**src/rtl/uart_pkg.sv**
```systemverilog
// rtl/uart_pkg.sv - shared types, constants and frame helpers for the UART transmitter
package uart_pkg;

  typedef enum logic {IDLE, SEND} state_t;

  localparam int FRAME_MAX = 11;
  localparam int BAUD_W    = 19;
  localparam int IDX_W     = $clog2(FRAME_MAX + 1);

  // Everything latched at the load edge; the frame in flight depends only on this.
  typedef struct packed {
    logic [7:0]        data;
    logic              eight;
    logic              pen;
    logic              ohel;
    logic [BAUD_W-1:0] baud;
  } frame_t;

  // Total bits on the wire: start + data + optional parity + stop.
  function automatic logic [IDX_W-1:0] frame_len(frame_t f);
    return 4'd2 + (f.eight ? 4'd8 : 4'd7) + {3'b000, f.pen};
  endfunction

  // Line level for bit position idx of the frame (0 = start bit).
  function automatic logic frame_bit(frame_t f, logic [IDX_W-1:0] idx);
    logic [IDX_W-1:0] n;
    logic [7:0]       d;
    logic [2:0]       di;
    logic             par;
    n   = f.eight ? 4'd8 : 4'd7;
    // In 7-bit mode the top data bit is masked so it cannot leak into parity.
    d   = f.eight ? f.data : {1'b0, f.data[6:0]};
    par = (^d) ^ f.ohel;
    di  = 3'(idx - 4'd1);
    if (idx == 4'd0)
      return 1'b0;
    else if (idx <= n)
      return d[di];
    else if (f.pen && (idx == n + 4'd1))
      return par;
    else
      return 1'b1;
  endfunction

endpackage

```
**src/rtl/uart_bit_timer.sv**
```systemverilog
// rtl/uart_bit_timer.sv - bit-time counter with one-cycle wrap strobe
module uart_bit_timer
  import uart_pkg::*;
(
  input  logic              clk,
  input  logic              rst_n,
  input  logic              en,
  input  logic [BAUD_W-1:0] baud_k,
  output logic              wrap
);

  logic [BAUD_W-1:0] cnt;

  assign wrap = en && (cnt == baud_k - 1'b1);

  // Count 0..baud_k-1 while enabled; parked at zero otherwise so every frame starts aligned.
  always_ff @(posedge clk or negedge rst_n) begin
    if (!rst_n)
      cnt <= '0;
    else if (!en || wrap)
      cnt <= '0;
    else
      cnt <= cnt + 1'b1;
  end

endmodule

```
**src/rtl/uart_tx_engine.sv**
```systemverilog
// rtl/uart_tx_engine.sv - UART transmit engine: start, 7/8 data bits, optional parity, stop
module uart_tx_engine
  import uart_pkg::*;
(
  input  logic              clk,
  input  logic              rst_n,
  input  logic              load,
  input  logic [7:0]        out_port,
  input  logic              eight,
  input  logic              pen,
  input  logic              ohel,
  input  logic [BAUD_W-1:0] baud_k,
  output logic              tx,
  output logic              txrdy,
  output logic              tx_done
);

  state_t           state;
  frame_t           frame;
  logic [IDX_W-1:0] bit_idx;
  logic             wrap;

  uart_bit_timer u_timer (
    .clk    (clk),
    .rst_n  (rst_n),
    .en     (state == SEND),
    .baud_k (frame.baud),
    .wrap   (wrap)
  );

  // Frame FSM: capture on load in IDLE, step one bit per timer wrap, finish on the stop-bit wrap.
  always_ff @(posedge clk or negedge rst_n) begin
    if (!rst_n) begin
      state   <= IDLE;
      frame   <= '1;
      bit_idx <= '0;
      tx      <= 1'b1;
      txrdy   <= 1'b1;
      tx_done <= 1'b0;
    end else begin
      tx_done <= 1'b0;
      case (state)
        IDLE: begin
          if (load) begin
            frame.data  <= out_port;
            frame.eight <= eight;
            frame.pen   <= pen;
            frame.ohel  <= ohel;
            frame.baud  <= baud_k;
            bit_idx     <= '0;
            tx          <= 1'b0;
            txrdy       <= 1'b0;
            state       <= SEND;
          end
        end
        SEND: begin
          // load is deliberately not looked at here: a write during a frame is dropped.
          if (wrap) begin
            if (bit_idx == frame_len(frame) - 4'd1) begin
              state   <= IDLE;
              bit_idx <= '0;
              tx      <= 1'b1;
              txrdy   <= 1'b1;
              tx_done <= 1'b1;
            end else begin
              bit_idx <= bit_idx + 4'd1;
              tx      <= frame_bit(frame, bit_idx + 4'd1);
            end
          end
        end
        default: state <= IDLE;
      endcase
    end
  end

endmodule

```
**config.mk**
```make
export PLATFORM = sky130hd
export DESIGN_NAME = uart_tx_engine
export DESIGN_NICKNAME = d
export VERILOG_FILES = /design/src/rtl/uart_pkg.sv /design/src/rtl/uart_bit_timer.sv /design/src/rtl/uart_tx_engine.sv
export SDC_FILE = /design/constraint.sdc
export NUM_CORES = 1
export LEC_CHECK = 0
export ABC_AREA = 1
export BUFFER_PORTS_ARGS = -buffer_cell sky130_fd_sc_hd__buf_2
export CAP_MARGIN = 10
export CELL_PAD_IN_SITES_DETAIL_PLACEMENT = 1
export CELL_PAD_IN_SITES_GLOBAL_PLACEMENT = 2
export CORE_UTILIZATION = 35
export CTS_CLUSTER_DIAMETER = 30
export DETAILED_ROUTE_END_ITERATION = 16
export HOLD_SLACK_MARGIN = 0.06
export PLACE_DENSITY_LB_ADDON = 0.1
export SKIP_LAST_GASP = 1
export SLEW_MARGIN = 25
export SYNTH_ARGS = -nofsm -noshare
export SYNTH_HDL_FRONTEND = slang
export SYNTH_SLANG_ARGS = --single-unit
```
**constraint.sdc**
```tcl
create_clock -name clk -period 2.69 [get_ports clk]
set_clock_uncertainty 0.1 [all_clocks]
set_input_delay 0.538 -clock clk [delete_from_list [all_inputs] [get_ports clk]]
set_output_delay 0.538 -clock clk [all_outputs]
set_load 0.005 [all_outputs]
```
==> impl_metrics.yaml <==
timing:
  report.final.slew_viol_count: 0
  hold_viol_final: 0
  final.setup.tns_ns: 0
  max_slew_margin_pct: 75.3
  fmax_mhz: 408
  worst_pin_slew_ns: 0.368
  min_period_ns: 2.45
  finalSetupViolCount: 0
  grt_setup_unrepaired: "false"
  timing.final.crit_share_pct: 91.1
drt:
  ant_nets: 0
  detail_route.wl_per_cell_um: 14.2
  dr.pass1.iters: 4
  routed_via_density: 4.80
  vias: 3082
  drc: 0
  wl_um: 9140
  drt-initial-drc-count: 60
clocking:
  clkTransAtPathRegs_ns: 0.07
  post-cts-setup-buffers: 0
  clockBufferDepth: 2
  cts_sinks: 57
  postCtsHoldBufs: 0
  cts.repair.resized: 0
  cts_root_buffer: "clkbuf_8"
  cts_tree: "yes"
  htreeDepth: 3
  cts_buffers: 9
  insertion_delay_ns: 0.35
logic_synthesis:
  muxShareOfSynthArea_pct: 5.20
  synth_top_area_share_pct: 22.8
  synth-compound-area-share_pct: 4.32
  synth_seq_cells: 57
  syn_nets: 501
  synth.yosys.seq_area_share_pct: 39.9
  synth.avg_cell_area_um2: 8.00
  yosys.area_share.simple_pct: 33.6
  synth_top_area_cell: "dfstp_2"
  synth_cell_types: 35
  syn_area_mm2: 0.00368
  synth_warnings: 0
  syn_inst: 460
  synthXorXnorAreaFrac_pct: 7.85
  netlist_top_cells_area: "dfstp_2 23%, dfrtp_1 17%, nand2_1 11%"
  synth_top_family_by_area: "simple AND/OR/NAND/NOR gates"
  synth_adder_area_share_pct: 2.72
power:
  leakage_uw: 0.00205
  worst_ir_drop_vdd_mv: 0.164
  p_per_area_mw_per_mm2: 426
final_layout:
  fillers: 1307
  n_antenna_cell: 0
  layout_common_cells: "103 x nand2_1, 58 x nor2_1, 51 x inv_1"
  final_common_cell: "nand2_1"
  final_core_util_pct: 41.5
  instances_no_fill: 642
  drive_gt1_share_pct: 28.1
  syn_to_final_growth_pct: 16.0
  fin_nets: 542
min_path:
  hold_class: "input port to async pin"
die:
  design.core.area_mm2: 0.0103
  core.rowCount: 37
  die_h_um: 105
  pin_count: 36
  start_util_pct: 35.8
  die-area_mm2: 0.0109
  die_w_um: 105
global_routing:
  track_usage_pct: 18.5
  grt_overflow: 0
  grt_max_degree: 58
  antenna_found_initial: 0
  grt_pass1_vias: 3241
  grt_pass1_wl_um: 15600
critical_path:
  max_stage_delay_ns: 0.54
  ff2ff_path_depth: 14
  critical_path_class: "register to register"
  arrival_ns: 2.59
  cp-start-kind: "register"
  path_cells: "inv_1, ha_1, or2_2, nand2_1, nand2_1, nand2_1, nand3_1, nor2_1, nand3_1, nor2_2, nand2_1, nand2_2, buf_12, nor2_1"
  crit_path_frequent_cell: "nand2_1"
  worstPathRequired_ns: 2.83
  critPathMaxFanout: 19
  slowest_stage: "dfstp_2"
  cp-end-kind: "register"
job:
  max_cap_violations: 0
place:
  dp.cells: 626
  portBuffers: 35
  gp_congestion: 0.793
  dp_hpwl_um: 7040
status:
  outcome: "finished clean"
[cells by family (layout without fill, tap and decap cells)]
kind of cell	count (synthesis)	in the layout
DFF	57	57
buffers and inverters	59	105
and+or+nand+nor	256	256
muxes	17	17
xor gates and xnor gates	33	33
AOI/OAI and AO/OA	30	30
adders and majority gates	8	8
[worst max-delay path, delay by kind of cell (launching register included)]
kind                     cells  cell delay (ns)
AND/OR/NAND/NOR             11             1.16
buffers and inverters        2             0.26
flip-flops                   1             0.54
adder cells (fa/ha/maj)      1             0.25
[cell usage after synthesis, drive strengths merged]
| cell type | number |
|---|---|
| a21oi | 20 |
| and2 | 3 |
| buf | 4 |
| clkbuf | 4 |
| dfrtp | 25 |
| dfstp | 32 |
| ha | 8 |
| inv | 51 |
| mux2 | 17 |
| nand2 | 111 |
| nand3 | 38 |
| nand3b | 4 |
| nand4 | 6 |
| nor2 | 76 |
| nor3 | 12 |
| nor4 | 4 |
| o211ai | 2 |
| o21ai | 8 |
| or2 | 2 |
| xnor2 | 15 |
| xor2 | 18 |
[cell type report]
cell class              instances  area, um^2  share of cell area, %
clock buffers                  15         196                   4.60
multi-input cells             344        1980                   46.4
inverters                      51         191                   4.49
repair buffers                 38         235                   5.51
well taps                     136         170                   3.99
clock inverters                 1        30.0                  0.704
flip-flops and latches         57        1470                   34.4
[per-layer routing]
metal	vias to the layer above	GRT usage (%)	wire, um
met3	15	3.24	154
li1	1548	-	-
met4	0	8.98	190
met2	29	30.8	4470
met5	-	0	0
met1	1490	23.0	4320
[path summary, 6_finish.rpt]
path | from | to | slack, ns
hold / removal | rst_n | u_timer.cnt[4] | 0.09
min in group clk | out_port[4] | frame[26] | 0.32
max in group asynchronous | rst_n | tx | 2.09
hold reg to reg | txrdy | txrdy | 0.38
setup reg to reg | frame[0] | u_timer.cnt[15] | 0.24
setup / recovery | frame[0] | u_timer.cnt[15] | 0.24
[flip-flops by register name, indices dropped and copies added, names as in the netlist]
name,flops
frame,30
u_timer.cnt,19
bit_idx,4
state,1
tx,1
tx_done,1
txrdy,1
[report_power, final]
group / switching (uW) / internal (uW) / leakage, uW
Clock: 360 / 555 / 0.000116
Combinational: 23.7 / 19.4 / 0.00127
Sequential: 0 / 860 / 0.000663
Total: 383 / 1430 / 0.00205
[stage by stage]
stage / hold slack [ns] / cell area (um^2) / setup slack (ns) / power (uW)
after floorplan: 0.142 / 3680 / 0.496 / 874
after global placement: 0.370 / 4040 / 0.299 / 918
after detailed placement: 0.374 / 4040 / 0.229 / 920
after CTS: 0.0923 / 4270 / 0.213 / 1850
after global routing: 0.105 / 4270 / 0.0504 / 1890
final: 0.0870 / 4270 / 0.239 / 1820
(Power assumes the default switching activity.)
